`config.mk`:
```
export PLATFORM = sky130hd
export DESIGN_NAME = bht_predictor
export DESIGN_NICKNAME = d
export VERILOG_FILES = /design/src/rtl/bht_predictor.sv
export SDC_FILE = /design/constraint.sdc
export NUM_CORES = 1
export LEC_CHECK = 0
export CAP_MARGIN = 20
export CORE_MARGIN = 2
export CORE_UTILIZATION = 40
export DETAILED_ROUTE_END_ITERATION = 7
export PLACE_DENSITY = 0.67
export SLEW_MARGIN = 20
export SYNTH_ARGS = -nofsm -noshare
export SYNTH_HDL_FRONTEND = slang
export SYNTH_SLANG_ARGS = --single-unit
```
`constraint.sdc`:
```
create_clock -name clk -period 15.4 [get_ports clk]
set_input_delay 1.54 -clock clk [delete_from_list [all_inputs] [get_ports clk]]
set_output_delay 1.54 -clock clk [all_outputs]
set_load 0.01 [all_outputs]
```
`src/rtl/bht_predictor.sv`:
```
// Direct-mapped branch target buffer with 2-bit saturating counters.
// Predicts next fetch PC, resolves EX outcomes and keeps hit/miss statistics.
module bht_predictor #(
    parameter int IDX_W = 3,
    parameter int TAG_W = 30 - IDX_W,
    parameter int CNT_W = 16
) (
    input  logic             clk,
    input  logic             rst,
    input  logic [31:0]      pc_if,
    output logic             pred_taken,
    output logic [31:0]      pred_pc,
    input  logic             upd_valid,
    input  logic [31:0]      upd_pc,
    input  logic             upd_taken,
    input  logic [31:0]      upd_target,
    input  logic             upd_pred_taken,
    input  logic [31:0]      upd_pred_pc,
    output logic             mispredict,
    output logic [31:0]      correct_pc,
    output logic [CNT_W-1:0] branch_cnt,
    output logic [CNT_W-1:0] miss_cnt
);

    localparam int N = 1 << IDX_W;

    logic             valid_q  [N];
    logic             valid_d  [N];
    logic [TAG_W-1:0] tag_q    [N];
    logic [TAG_W-1:0] tag_d    [N];
    logic [31:0]      target_q [N];
    logic [31:0]      target_d [N];
    logic [1:0]       ctr_q    [N];
    logic [1:0]       ctr_d    [N];

    logic [CNT_W-1:0] branch_cnt_q, branch_cnt_d;
    logic [CNT_W-1:0] miss_cnt_q, miss_cnt_d;

    logic [IDX_W-1:0] lk_idx;
    logic [TAG_W-1:0] lk_tag;
    logic             lk_hit;
    logic [IDX_W-1:0] up_idx;
    logic [TAG_W-1:0] up_tag;
    logic             up_hit;

    // Byte-offset bits of word-aligned PCs carry no information here.
    logic unused_bits;
    assign unused_bits = ^{pc_if[1:0], upd_pc[1:0]};

    assign lk_idx = pc_if[IDX_W+1:2];
    assign lk_tag = pc_if[31:IDX_W+2];
    assign up_idx = upd_pc[IDX_W+1:2];
    assign up_tag = upd_pc[31:IDX_W+2];

    // Fetch-side lookup: zero-latency prediction from current table contents.
    always_comb begin
        lk_hit     = valid_q[lk_idx] && (tag_q[lk_idx] == lk_tag);
        pred_taken = lk_hit && ctr_q[lk_idx][1];
        pred_pc    = pred_taken ? target_q[lk_idx] : pc_if + 32'd4;
    end

    // EX-side resolution: compare the piped-down prediction with the outcome.
    always_comb begin
        correct_pc = upd_taken ? upd_target : upd_pc + 32'd4;
        mispredict = upd_valid
                     && ((upd_pred_taken != upd_taken)
                         || (upd_pred_pc != correct_pc));
    end

    // Next-state for the table: train on hit, allocate on taken miss.
    always_comb begin
        for (int i = 0; i < N; i++) begin
            valid_d[i]  = valid_q[i];
            tag_d[i]    = tag_q[i];
            target_d[i] = target_q[i];
            ctr_d[i]    = ctr_q[i];
        end
        up_hit = valid_q[up_idx] && (tag_q[up_idx] == up_tag);
        if (upd_valid) begin
            if (up_hit) begin
                if (upd_taken) begin
                    if (ctr_q[up_idx] != 2'b11) begin
                        ctr_d[up_idx] = ctr_q[up_idx] + 2'd1;
                    end
                    target_d[up_idx] = upd_target;
                end else if (ctr_q[up_idx] != 2'b00) begin
                    ctr_d[up_idx] = ctr_q[up_idx] - 2'd1;
                end
            end else if (upd_taken) begin
                valid_d[up_idx]  = 1'b1;
                tag_d[up_idx]    = up_tag;
                target_d[up_idx] = upd_target;
                ctr_d[up_idx]    = 2'b10;
            end
        end
    end

    // Next-state for the statistics counters, saturating at all-ones.
    always_comb begin
        branch_cnt_d = branch_cnt_q;
        miss_cnt_d   = miss_cnt_q;
        if (upd_valid && (branch_cnt_q != '1)) begin
            branch_cnt_d = branch_cnt_q + 1'b1;
        end
        if (mispredict && (miss_cnt_q != '1)) begin
            miss_cnt_d = miss_cnt_q + 1'b1;
        end
    end

    // State registers; reset clears the table and statistics immediately.
    always_ff @(posedge clk or posedge rst) begin
        if (rst) begin
            for (int i = 0; i < N; i++) begin
                valid_q[i]  <= 1'b0;
                tag_q[i]    <= '0;
                target_q[i] <= '0;
                ctr_q[i]    <= 2'b01;
            end
            branch_cnt_q <= '0;
            miss_cnt_q   <= '0;
        end else begin
            for (int i = 0; i < N; i++) begin
                valid_q[i]  <= valid_d[i];
                tag_q[i]    <= tag_d[i];
                target_q[i] <= target_d[i];
                ctr_q[i]    <= ctr_d[i];
            end
            branch_cnt_q <= branch_cnt_d;
            miss_cnt_q   <= miss_cnt_d;
        end
    end

    assign branch_cnt = branch_cnt_q;
    assign miss_cnt   = miss_cnt_q;

endmodule

```
# Word-level counts from Yosys, hierarchy flattened
# Index checks and enable logic that the tools add are counted.
# classes
add_sub_neg	6
bitwise_logic	7
n_lt_le_gt_ge	3
n_eq_ne	8
mux	40
n_reduce_logical	14
# op_table
op	count
bitwise mux 256 bit	1
bitwise mux 216 bit	1
binary-select mux 27 bit (select 3 bit)	2
2-to-1 mux 32 bit	5
2-to-1 mux 27 bit	5
binary-select mux 32 bit (select 3 bit)	1
demux 32 bit (select 3 bit)	1
demux 27 bit (select 3 bit)	1
2-to-1 mux 16 bit	5
adder 32 x 3 -> 32 bit, second input constant	2
== test 27 bit	2
adder 16 x 1 -> 16 bit, second input constant	2
bitwise mux 16 bit	2
!= test 16 bit, second input constant	2
!= test 32 bit	1
bitwise OR 8 bit	2
binary-select mux 2 bit (select 3 bit)	2
2-to-1 mux 2 bit	5
AND 8 bit	1
>= comparator 4 bit, second input constant	2
inverter 3 -> 4 bit	2
inverter 8 bit	1
logical AND 1 bit	7
binary-select mux 1 bit (select 3 bit)	2
other kinds (15)	21
# word_totals
out_inout_bits	98
word_cells	112
register_bits	528

# Logic depth before layout (Yosys ltp)
# Gate-level depths: netlist (run 1).
# logic_depth
ltp_word	9
mapped_depth	16
ltp_nobuf	11

# Worst setup path after synthesis (run 1)
# No wires, ideal clock.
# synth_path
kind	in2out
start	input port pc_if[2]
end	output port pred_pc[5]
stages	10
t_arrival_ns	4.555
setup_slack_ns	9.305
n_path_buf	3
cell_sequence	buf_2 buf_2 buf_4 mux4_2 mux2i_1 xor2_1 or3b_2 nor4_4 mux4_2 nor2b_1
# synth_via
elab_chain_len	8
word_cells_on_any_way	18
classes_between	add/sub (1); eq/ne (1); mux (13); bitwise (1); reduce/logical (2)
# synth_rtl
item	line_no	text
start: declaration	10	input logic [31:0] pc_if,
inverter 3 -> 4 bit (not written as such)	57, 58, 59	
binary-select mux 27 bit (select 3 bit)	57	lk_hit = valid_q[lk_idx] && (tag_q[lk_idx] == lk_tag);
2-to-1 mux 27 bit (not written as such) (2 in series)	57	
== test 27 bit	57	
logical AND 1 bit	57	
logical AND 1 bit	58	pred_taken = lk_hit && ctr_q[lk_idx][1];
2-to-1 mux 32 bit *	59	pred_pc = pred_taken ? target_q[lk_idx] : pc_if + 32'd4;
end: declaration	12	output logic [31:0] pred_pc,
# Every way passes the cells marked *; elsewhere a longest branch is shown, timed or not. The select of a mux whose other input is x is not followed.

# Final worst setup path (run 1)
# layout_path
start	input port upd_pc[10]
end	output port mispredict
# layout_via
elab_chain_len	5
# layout_rtl
item	line_no	text
start: declaration	14	input logic [31:0] upd_pc,
adder 32 x 3 -> 32 bit	64	correct_pc = upd_taken ? upd_target : upd_pc + 32'd4;
2-to-1 mux 32 bit	64	
!= test 32 bit	67	|| (upd_pred_pc != correct_pc));
logical OR 1 bit	67	
logical AND 1 bit	66	&& ((upd_pred_taken != upd_taken)
end: declaration	19	output logic mispredict,
# No other way between the ends.

==> metrics.md, run 1 <==
| Metric | Value |
|---|---|
| Slew Limit Fails | 0 |
| Vias post-DR | ~23k |
| Core Region | ~74,000 um^2 |
| Critical path capture point type | primary output |
| P_int | around 0.0031 W |
| CP max stage cell | clkdlybuf4s50_1 |
| Reg power frac | around 43% |
| Main area contributors after synthesis | dfrtp_1 44%, mux2_2 13%, mux4_2 9.7% |
| R2r endpoint | tag_q[122] |
| Final hold vios | 0 |
| Share of async-settable or async-resettable flops after synthesis | 100% |
| Net Sw Frac | between 20 and 30% |
| Worst Path Buf+Inv | 2 |
| Area of the multi-input gates | between 15,000 and 20,000 um^2 |
| Sw Pwr | about 0.0013 W |
| Hold path endpoint | target_q[62] |
| P&R area growth vs syn | 16.4% |
| Pin count of the biggest net entering global routing | ~190 |
| Primary FF master, synth | dfrtp_1 |
| Worst r2r path cells | 9 |
| Number of detailed-route iterations in the first pass | 6 |
| R2r startpoint | tag_q[99] |
| Worst Clk Skew | 0.0130 ns |
| Final Setup Violations | 0 |
| Synth top area share | between 40 and 50% |
| CTS Buf Count | 58 |
| CP Cell Sequence | clkdlybuf4s50_1 > nand4_1 > or4_1 > or4_1 > a31oi_1 > xor2_1 > a2111oi_2 > nand4_1 > and2_1 > clkdlybuf4s50_1 |
| Clock latency on the worst-skew pair | ~0.64 ns |
| Final Net Count | between 2k and 3k |
| CTS tree | done |
| Synth Register Bits | ~530 |
| Final min period | between 8 and 9 ns |
| Crit Path Category | input pin to primary output |
| Layout Utilization | between 40% and 50% |
| Cells after synthesis | 2,604 |
| DR vias/cell | 6.12 |
| First-pass GRT wire length | around 160,000 um |
| CP max stage delay | approximately 0.99 ns |
| Clk pwr share | around 33% |
| WL final | approximately 110,000 um |
| Remaining Overflow, GRT | 0 |
| First DRT Iteration DRCs | roughly 2.7k |
| Most frequent cells after synthesis | 520 x dfrtp_1, 459 x nand2_1, 346 x mux2_2 |
| Initial antenna violation count | 6 |
| Storage cell area | around 13,000 um^2 |
| EDFF count, synth | 0 |
| Worst EP required | 13.86 ns |
| Detail Route Antenna Nets | 0 |
| Die X | roughly 280 um |
| Site row count | 100 |
| Die height | 277 um |
| Hold Crit Depth | 2 |
| Comb power frac | roughly a quarter |
| CP arrival | between 6 and 7 ns |
| RSZ-0062 raised after global routing | no |
| Mapped cell area | between 20,000 and 30,000 um^2 |
| Final period utilization | between 50% and 60% |
| Gr usage total | a little over a quarter |
| Post-Syn Area per Cell | between 10 and 15 um^2 |
| Startpoint types | input pin |
| Most frequent cell after synthesis | dfrtp_1 |
| WL/cell | 28.4 um |
| Post_cts resized | 0 |
| Crit path max fanout | 19 |
| CP top delay family | simple AND/OR/NAND/NOR gates |
| Post-route setup TNS | 0 ns |
| Worst Hold Class | flip-flop to flip-flop |
| Die ar. | 76,600 um^2 |
| VDD IR-drop max | a little under 0.0001 V |
| Syn Nets | around 2.7k |
| CTS Sinks | about 530 |
| Worst-Margin Slew | around 1.2 ns |
| H-tree Lvls | 2 |
| Fillers | approximately 6.7k |
| Share of cells above drive strength 1 | roughly 25% |
| MaxCap Viol Count | 0 |
| Residual DRC | 0 |
| Pre-CTS setup slack | 7.02 ns |
| Post-CTS Repair Setup Buffers | 0 |
| Final GP Congestion | 0.957 |
| Worst hold start | target_q[62] |
| Max Freq | approximately 120 MHz |
| Worst R2R Setup Slack | about 11 ns |
| Initial Utilization | about two fifths |
| Fin worst setup slack | around 6.9 ns |
| Clock root cell | clkbuf_16 |
| Clock slew at reported path FFs | about 0.060 ns |
| Largest buffer count on any clock path | 3 |
| IO Port Bufs | between 200 and 250 |
| Detailed placer's ending HPWL | 72,400 um |
| Outcome | completed |
| Power per cell area | ~130 nW/um^2 |
| Register area share after synthesis | between 40% and 50% |
| Leakage | 14.7 nW |
| Vias in the first global route | around 23k |
| CTS Hold Bufs | 0 |
| Synth Warn # | 0 |
| Slew headroom | 21.6% |
| Yosys top cell by area | dfrtp_1 |
| WHS | around 0.47 ns |
| Netlist cell types | 83 |
| Io pins | between 200 and 250 |
-- through the flow --
stage | instances | total power, W | instance area [um^2]
after floorplan | 2604 | 0.00257 | 29800
after global placement | 3623 | 0.00291 | 32600
after detailed placement | 3623 | 0.00296 | 32600
after CTS | 3728 | 0.00445 | 34600
after global routing | 3732 | 0.00463 | 34700
final | 3733 | 0.00445 | 34700
-- layout make-up --
type / count / share of cell area [%]
multi-input combinational: 1824 / 44.4
sequential: 528 / 38.1
timing repair buffer: 272 / 7.71
clock buffer: 85 / 4.97
tap: 969 / 3.50
clock inverter: 20 / 0.874
inverter: 32 / 0.357
antenna: 3 / 0.0217
-- cell usage in the layout (no fill, tap or decap), drive strengths merged, types with 33 or more instances in the layout --
cell | netlist | final
xor2 | 51 | 51
clkdlybuf4s50 | 0 | 223
mux4 | 128 | 128
mux2 | 392 | 392
dfrtp | 520 | 520
clkbuf | 130 | 86
nand2 | 465 | 465
mux2i | 104 | 104
inv | 31 | 33
buf | 90 | 48
o21ai | 48 | 48
xnor2 | 104 | 104
nor2 | 78 | 78
nand4 | 34 | 34
nand3 | 54 | 54
a21oi | 41 | 41
-- layer usage --
metal | vias up | GRT usage [%] | wire length [um]
met5 | - | 0 | 27
met3 | 216 | 6.75 | 11000
li1 | 9590 | - | -
met1 | 11700 | 38.3 | 44000
met2 | 1300 | 41.3 | 47200
met4 | 4 | 9.49 | 3670
-- registers in the layout, indices dropped and copies added, names as in the netlist --
signal	count
ctr_q	16
target_q	256
tag_q	216
branch_cnt	16
miss_cnt	16
valid_q	8
-- how the worst max path moves through the flow --
stage | to | depth (start not counted) | slack [ns] | startpoint
6_report | mispredict | 10 | 6.95 | upd_pc[10]
5_1_grt | mispredict | 10 | 6.64 | upd_pc[6]
4_1_cts | mispredict | 10 | 7.01 | upd_pc[10]
3_5_place_dp | mispredict | 10 | 7.02 | upd_pc[10]
3_3_place_gp | mispredict | 10 | 7.07 | upd_pc[10]
2_1_floorplan | branch_cnt[0] | 1 | 6.69 | rst
-- logic make-up (layout without fill, tap and decap cells) --
group,count (synthesis),after routing,share of synthesized area [%]
other,0,3,0
flip-flops,528,528,44.4
multiplexers,624,624,28.5
buffers and inverters,252,409,4.01
adder cells (fa/ha/maj),6,6,0.252
AND/OR/NAND/NOR,793,793,12.3
AO/OA/AOI/OAI,246,246,5.91
XOR/XNOR,155,155,4.56
-- worst min-delay path, cell delays in order, from the launching register on --
cell     delay [ns]
dfrtp_1        0.34
nand2_1        0.05
nand2_1        0.05
-- power groups by stage --
| stage | logic, W | clock network, W | registers, W |
|---|---|---|---|
| after floorplan | 0.000710 | 0 | 0.00186 |
| final | 0.00106 | 0.00149 | 0.00190 |
| after CTS | 0.00105 | 0.00151 | 0.00190 |
| after detailed placement | 0.00105 | 0 | 0.00192 |
| after global placement | 0.00102 | 0 | 0.00189 |
| after global routing | 0.00113 | 0.00156 | 0.00194 |
Note: power is estimated with default switching activity, not from simulation.
==> run 2, diff against run 1 <==
--- a/config.mk
+++ b/config.mk
@@ -9,7 +9,7 @@
 export CORE_MARGIN = 2
 export CORE_UTILIZATION = 40
 export DETAILED_ROUTE_END_ITERATION = 7
-export PLACE_DENSITY = 0.67
+export PLACE_DENSITY = 0.65
 export SLEW_MARGIN = 20
 export SYNTH_ARGS = -nofsm -noshare
 export SYNTH_HDL_FRONTEND = slang
==> constraint.sdc (replaced) <==
create_clock -name clk -period 8.25 [get_ports clk]
set_input_delay 0.825 -clock clk [delete_from_list [all_inputs] [get_ports clk]]
set_output_delay 0.825 -clock clk [all_outputs]
set_load 0.01 [all_outputs]
==> run 2 against run 1 <==
  * Non-clock buffer count down 1
  * Combinational power up 81%
  * Sequential share of layout area up 0.14 points
  * Register-to-register slack worse by 7.3 ns
  * Via count down 1.2%
  * Hold slack worse by 0.0027 ns
  * Clock skew up 0.039 ns
  * Die area unchanged
  * Total power up 82%
  * Critical path type unchanged
==> metrics.md, run 2 (synthesis results as in run 1) <==
| Metric | Value |
|---|---|
| Outcome | completed |
| Die height | between 200 and 300 um |
| Vias in the first global route | between 20k and 25k |
| Leading cell type in the layout, fill and taps excluded | dfrtp_1 |
| Net Sw Frac | slightly below 30% |
| Worst hold start | target_q[44] |
| Reg power frac | between 40% and 50% |
| Core Region | ~74,000 um^2 |
| R2r startpoint | tag_q[97] |
| Post-CTS Repair Setup Buffers | 0 |
| Slew headroom | a little over a fifth |
| Clk pwr share | between 30% and 40% |
| Final min period | 6.82 ns |
| Post-route setup TNS | 0 ns |
| Die X | approximately 280 um |
| Share of cells above drive strength 1 | between 20 and 30% |
| Detailed placer's ending HPWL | 69,700 um |
| Hold Crit Depth | 2 |
| Slew Limit Fails | 0 |
| Die ar. | 76,600 um^2 |
| Pre-CTS setup slack | 1.51 ns |
| DR vias/cell | about 6.1 |
| CP arrival | between 5 and 6 ns |
| Residual DRC | 0 |
| Largest buffer count on any clock path | 3 |
| Worst Hold Class | flip-flop to flip-flop |
| H-tree Lvls | 2 |
| P_int | between 0.005 and 0.006 W |
| Worst EP required | about 7.4 ns |
| Biggest register | target_q |
| CTS tree | done |
| Commonest cells after routing, fill and taps aside | 520 x dfrtp_1, 459 x nand2_1, 346 x mux2_2 |
| Clock root cell | clkbuf_16 |
| Max Freq | approximately 150 MHz |
| Post_cts resized | 0 |
| Vias post-DR | approximately 23k |
| Final Instance Count excl. Fillers | approximately 3.7k |
| Worst R2R Setup Slack | between 3 and 4 ns |
| Leakage | 14.6 nW |
| Fin worst setup slack | around 1.4 ns |
| IO Port Bufs | between 200 and 250 |
| Crit path max fanout | 21 |
| Clock latency on the worst-skew pair | roughly 0.65 ns |
| Io pins | approximately 230 |
| Max reg flops | ~260 |
| Final Setup Violations | 0 |
| Comb power frac | a little under a quarter |
| Site row count | 100 |
| Top Registers | target_q (256), tag_q (216) |
| R2r endpoint | tag_q[170] |
| Gr usage total | roughly a quarter |
| RSZ-0062 raised after global routing | no |
| Final Net Count | roughly 2.9k |
| DP Cell Count | around 3.6k |
| Initial antenna violation count | 4 |
| First DRT Iteration DRCs | 2,323 |
| Detail Route Antenna Nets | 0 |
| First-pass GRT wire length | roughly 150,000 um |
| MaxCap Viol Count | 0 |
| Initial Utilization | 40.2% |
| CTS Buf Count | 57 |
| Power per cell area | around 230 nW/um^2 |
| WL/cell | 27.6 um |
| Clock slew at reported path FFs | 0.06 ns |
| Final hold vios | 0 |
| Worst Clk Skew | between 0.05 and 0.06 ns |
| CTS Sinks | around 530 |
| Fillers | 6,720 |
| P&R area growth vs syn | 16.0% |
| Pin count of the biggest net entering global routing | 185 |
| Remaining Overflow, GRT | 0 |
| Crit Path Category | input pin to primary output |
| Final GP Congestion | 0.921 |
| VDD IR-drop max | ~0.00019 V |
| Worst-Margin Slew | roughly 1.2 ns |
| Number of detailed-route iterations in the first pass | 7 |
| Worst r2r path cells | 9 |
| Startpoint types | input pin |
| CTS Hold Bufs | 0 |
| Sw Pwr | ~0.0024 W |
| WL final | 103,000 um |
| Final period utilization | roughly 83% |
| Hold path endpoint | target_q[44] |
| Critical path capture point type | primary output |
[run 2: cell types whose count changed in the layout (fill, tap and decap cells not counted), moves of 2 or more]
cell and change:
bufinv_16 -5, buf_16 -2, clkbuf_16 -2, clkbuf_1 +5, buf_12 +4, clkinv_8 +2
clkinv_2 -2, clkbuf_8 +2, nor2b_2 -2, buf_6 -2, inv_6 -2
[run 2: worst max-delay path by stage]
| stage | from | end | slack (ns) | cells after the start |
|---|---|---|---|---|
| 5_1_grt | upd_pc[11] | mispredict | 1.21 | 11 |
| 3_5_place_dp | upd_pc[11] | mispredict | 1.51 | 11 |
| 4_1_cts | upd_pc[11] | mispredict | 1.50 | 11 |
| 3_3_place_gp | upd_pc[11] | mispredict | 1.60 | 11 |
| 2_1_floorplan | rst | branch_cnt[0] | 0.26 | 1 |
| 6_report | upd_pc[11] | mispredict | 1.43 | 11 |
[run 2: critical path, stage by stage]
cell and delay [ns]:
clkdlybuf4s50_1 1.10, nand4_1 0.47, or4_1 0.87, or4_1 0.58, a31oi_1 0.29, xor2_1 0.14
a2111oi_2 0.41, nand4_1 0.30, buf_4 0.29, and2_1 0.21, clkdlybuf4s50_1 0.49
[run 2: layer usage]
metal | global-route usage [%] | up-vias | share of wire (%)
li1 | - | 9587 | -
met1 | 35.2 | 11700 | 41
met2 | 41.4 | 1069 | 46
met3 | 7.06 | 194 | 9.4
met4 | 9.03 | 6 | 3.5
met5 | 0 | - | 0.040
[run 2: power by group through the flow]
stage	Combinational [W]	Sequential, W	Clock [W]
2_1_floorplan	0.00133	0.00347	0
3_3_place_gp	0.00186	0.00353	0
3_5_place_dp	0.00191	0.00358	0
4_1_cts	0.00192	0.00354	0.00264
5_1_grt	0.00206	0.00362	0.00275
6_report	0.00192	0.00356	0.00259
[run 2: metrics by stage]
| step | utilization [%] | total power (W) | hold WS (ns) | cell area [um^2] |
|---|---|---|---|---|
| finish | 46.6 | 0.00807 | 0.471 | 34500 |
| floorplan | - | 0.00480 | 0.440 | 29800 |
| global placement | 44.0 | 0.00539 | 0.452 | 32600 |
| global route | 46.6 | 0.00842 | 0.499 | 34500 |
| detailed placement | 44.0 | 0.00549 | 0.458 | 32600 |
| CTS | 46.6 | 0.00810 | 0.473 | 34500 |
[run 2: layout make-up]
| cell class | instances | area (um^2) | area share [%] |
|---|---|---|---|
| inverters | 32 | 124 | 0.359 |
| repair buffers | 271 | 2670 | 7.73 |
| clock buffers | 90 | 1720 | 4.98 |
| multi-input cells | 1824 | 15400 | 44.6 |
| diodes | 2 | 5.00 | 0.0145 |
| well taps | 969 | 1210 | 3.51 |
| flip-flops and latches | 528 | 13200 | 38.3 |
| clock inverters | 14 | 180 | 0.522 |
==> run 3, diff against run 2 <==
--- a/config.mk
+++ b/config.mk
@@ -9,7 +9,7 @@
 export CORE_MARGIN = 2
 export CORE_UTILIZATION = 40
 export DETAILED_ROUTE_END_ITERATION = 7
-export PLACE_DENSITY = 0.65
+export PLACE_DENSITY = 0.67
 export SLEW_MARGIN = 20
 export SYNTH_ARGS = -nofsm -noshare
 export SYNTH_HDL_FRONTEND = slang
==> constraint.sdc (replaced) <==
create_clock -name clk -period 5.9 [get_ports clk]
set_input_delay 0.59 -clock clk [delete_from_list [all_inputs] [get_ports clk]]
set_output_delay 0.59 -clock clk [all_outputs]
set_load 0.01 [all_outputs]
==> run 3 against run 2 <==
  * Via count grew 2.3%
  * Global-route usage is 1.4 points higher
  * Flip-flop and latch count did not move
  * Utilization rose by 0.79 points
  * Combinational power is 46% higher
  * Hold slack worse by 0.017 ns
  * Highest routed layer is now met4
==> metrics.md, run 3 (synthesis results as in run 1) <==
| Metric | Value |
|---|---|
| Outcome | completed |
| Final period utilization | roughly 90% |
| Residual DRC | 0 |
| Worst Clk Skew | ~0.038 ns |
| Detail Route Antenna Nets | 0 |
| Worst-Margin Slew | about 0.89 ns |
| RSZ-0062 raised after global routing | no |
| IO Port Bufs | 230 |
| R2r startpoint | tag_q[72] |
| Die height | 277 um |
| Final hold vios | 0 |
| Reg power frac | between 40% and 50% |
| Crit path max fanout | 6 |
| Final GP Congestion | 0.930 |
| Die ar. | between 70,000 and 80,000 um^2 |
| H-tree Lvls | 2 |
| Net Sw Frac | 29.9% |
| Worst Hold Class | input pin to asynchronous set/reset pin |
| Gr usage total | between 20 and 30% |
| Max reg flops | roughly 260 |
| DP Cell Count | between 3k and 4k |
| Comb power frac | approximately 24% |
| CP arrival | about 4.6 ns |
| Post_cts resized | 0 |
| Slew Limit Fails | 0 |
| Worst R2R Setup Slack | about 2 ns |
| Leakage | around 15 nW |
| Clock root cell | clkbuf_16 |
| Final Instance Count excl. Fillers | 3,795 |
| Remaining Overflow, GRT | 0 |
| Vias post-DR | between 20k and 25k |
| WL/cell | between 20 and 30 um |
| Site row count | 100 |
| Clk pwr share | about a third |
| R2r endpoint | tag_q[70] |
| WHS | around 0.45 ns |
| Final Net Count | 2,915 |
| Finished Cell Area | 35,100 um^2 |
| CP top delay family | buffers and inverters |
| Number of detailed-route iterations in the first pass | 8 |
| Biggest register | target_q |
| Final Setup Violations | 0 |
| Final min period | a little over 5 ns |
| Share of cells above drive strength 1 | a little over a quarter |
| Die X | ~280 um |
| P&R area growth vs syn | 17.9% |
| Commonest cells after routing, fill and taps aside | 520 x dfrtp_1, 459 x nand2_1, 346 x mux2_2 |
| Io pins | roughly 230 |
| Slew headroom | between 40% and 50% |
| Initial Utilization | about two fifths |
| CTS Buf Count | between 50 and 60 |
| Max Freq | 194 MHz |
| Core Region | 74,100 um^2 |
| Post-DP Area | roughly 33,000 um^2 |
| Power per cell area | 328 nW/um^2 |
| Pin count of the biggest net entering global routing | approximately 150 |
| Top Registers | target_q (256), tag_q (216) |
| Largest buffer count on any clock path | 3 |
| Worst r2r path cells | 9 |
| Crit Path Category | input pin to primary output |
| P_int | 0.00807 W |
| Post-CTS Repair Setup Buffers | 0 |
| Clock latency on the worst-skew pair | roughly 0.65 ns |
| Detailed placer's ending HPWL | roughly 76,000 um |
| CP Cell Sequence | clkdlybuf4s50_1 > nand4_1 > buf_4 > nor4_1 > xnor2_1 > a21oi_1 > buf_4 > a2111o_1 > a2111oi_2 > nand4_1 > and2_1 > clkdlybuf4s50_1 |
| CTS tree | done |
| Total power | between 0.01 and 0.015 W |
| Post-route setup TNS | 0 ns |
| Sw Pwr | between 0.003 and 0.004 W |
| CTS Sinks | ~530 |
| CP max stage cell | clkdlybuf4s50_1 |
| Worst EP required | between 5 and 6 ns |
| Vias in the first global route | between 20k and 25k |
| Leading cell type in the layout, fill and taps excluded | dfrtp_1 |
| Worst Path Buf+Inv | 4 |
| CP max stage delay | between 0.6 and 0.7 ns |
| Clock slew at reported path FFs | approximately 0.060 ns |
| WL final | between 100,000 and 150,000 um |
| Initial antenna violation count | 4 |
| Critical path capture point type | primary output |
| DR vias/cell | approximately 6.1 |
| VDD IR-drop max | approximately 0.00025 V |
| CTS Hold Bufs | 0 |
| Startpoint types | input pin |
| MaxCap Viol Count | 0 |
| First DRT Iteration DRCs | between 2k and 3k |
| First-pass GRT wire length | between 150,000 and 200,000 um |
run 3: cell types whose count changed in the layout (fill, tap and decap cells not counted), moves of 4 or more:
cell | before | now
buf_4 | 39 | 95
clkbuf_1 | 16 | 8
clkinv_2 | 6 | 14
buf_12 | 6 | 12
clkinvlp_4 | 2 | 6
clkbuf_8 | 18 | 13
run 3: layout make-up:
type                    instances  area, um^2
inverters                      32         124
flip-flops and latches        528       13200
well taps                     969        1210
clock buffers                  78        1650
fillers                      6638       39000
diodes                          4        10.0
clock inverters                27         303
multi-input cells            1824       15400
repair buffers                333        3210
run 3: power by group through the flow:
stage / Combinational (W) / Clock [W] / Sequential [W]
detailed placement: 0.00278 / 0 / 0.00501
floorplan: 0.00185 / 0 / 0.00485
global placement: 0.00270 / 0 / 0.00493
global route: 0.00298 / 0.00393 / 0.00506
CTS: 0.00279 / 0.00379 / 0.00495
finish: 0.00281 / 0.00373 / 0.00498
run 3: how the worst max path moves through the flow:
| stage | slack (ns) | cells past startpoint | endpoint | from |
|---|---|---|---|---|
| 6_report | 0.74 | 12 | mispredict | upd_pc[12] |
| 5_1_grt | 0.51 | 12 | mispredict | upd_pc[12] |
| 4_1_cts | 0.74 | 12 | mispredict | upd_pc[12] |
| 3_5_place_dp | 0.76 | 12 | mispredict | upd_pc[12] |
| 3_3_place_gp | 0.76 | 12 | mispredict | upd_pc[12] |
| 2_1_floorplan | -1.86 | 1 | branch_cnt[0] | rst |
run 3: through the flow:
step	util, %	setup slack, ns
6_report	47.4	0.737
5_1_grt	47.4	0.507
4_1_cts	47.4	0.745
3_5_place_dp	44.8	0.757
3_3_place_gp	44.8	0.760
2_1_floorplan	-	-1.86
run 3: per-layer routing:
| layer | wire length (um) | up-vias | global-route usage (%) |
|---|---|---|---|
| met5 | 0 | - | 0 |
| met2 | 49800 | 1268 | 43.9 |
| met4 | 3050 | 0 | 8.05 |
| li1 | - | 9702 | - |
| met1 | 44200 | 11900 | 37.7 |
| met3 | 11000 | 177 | 7.05 |
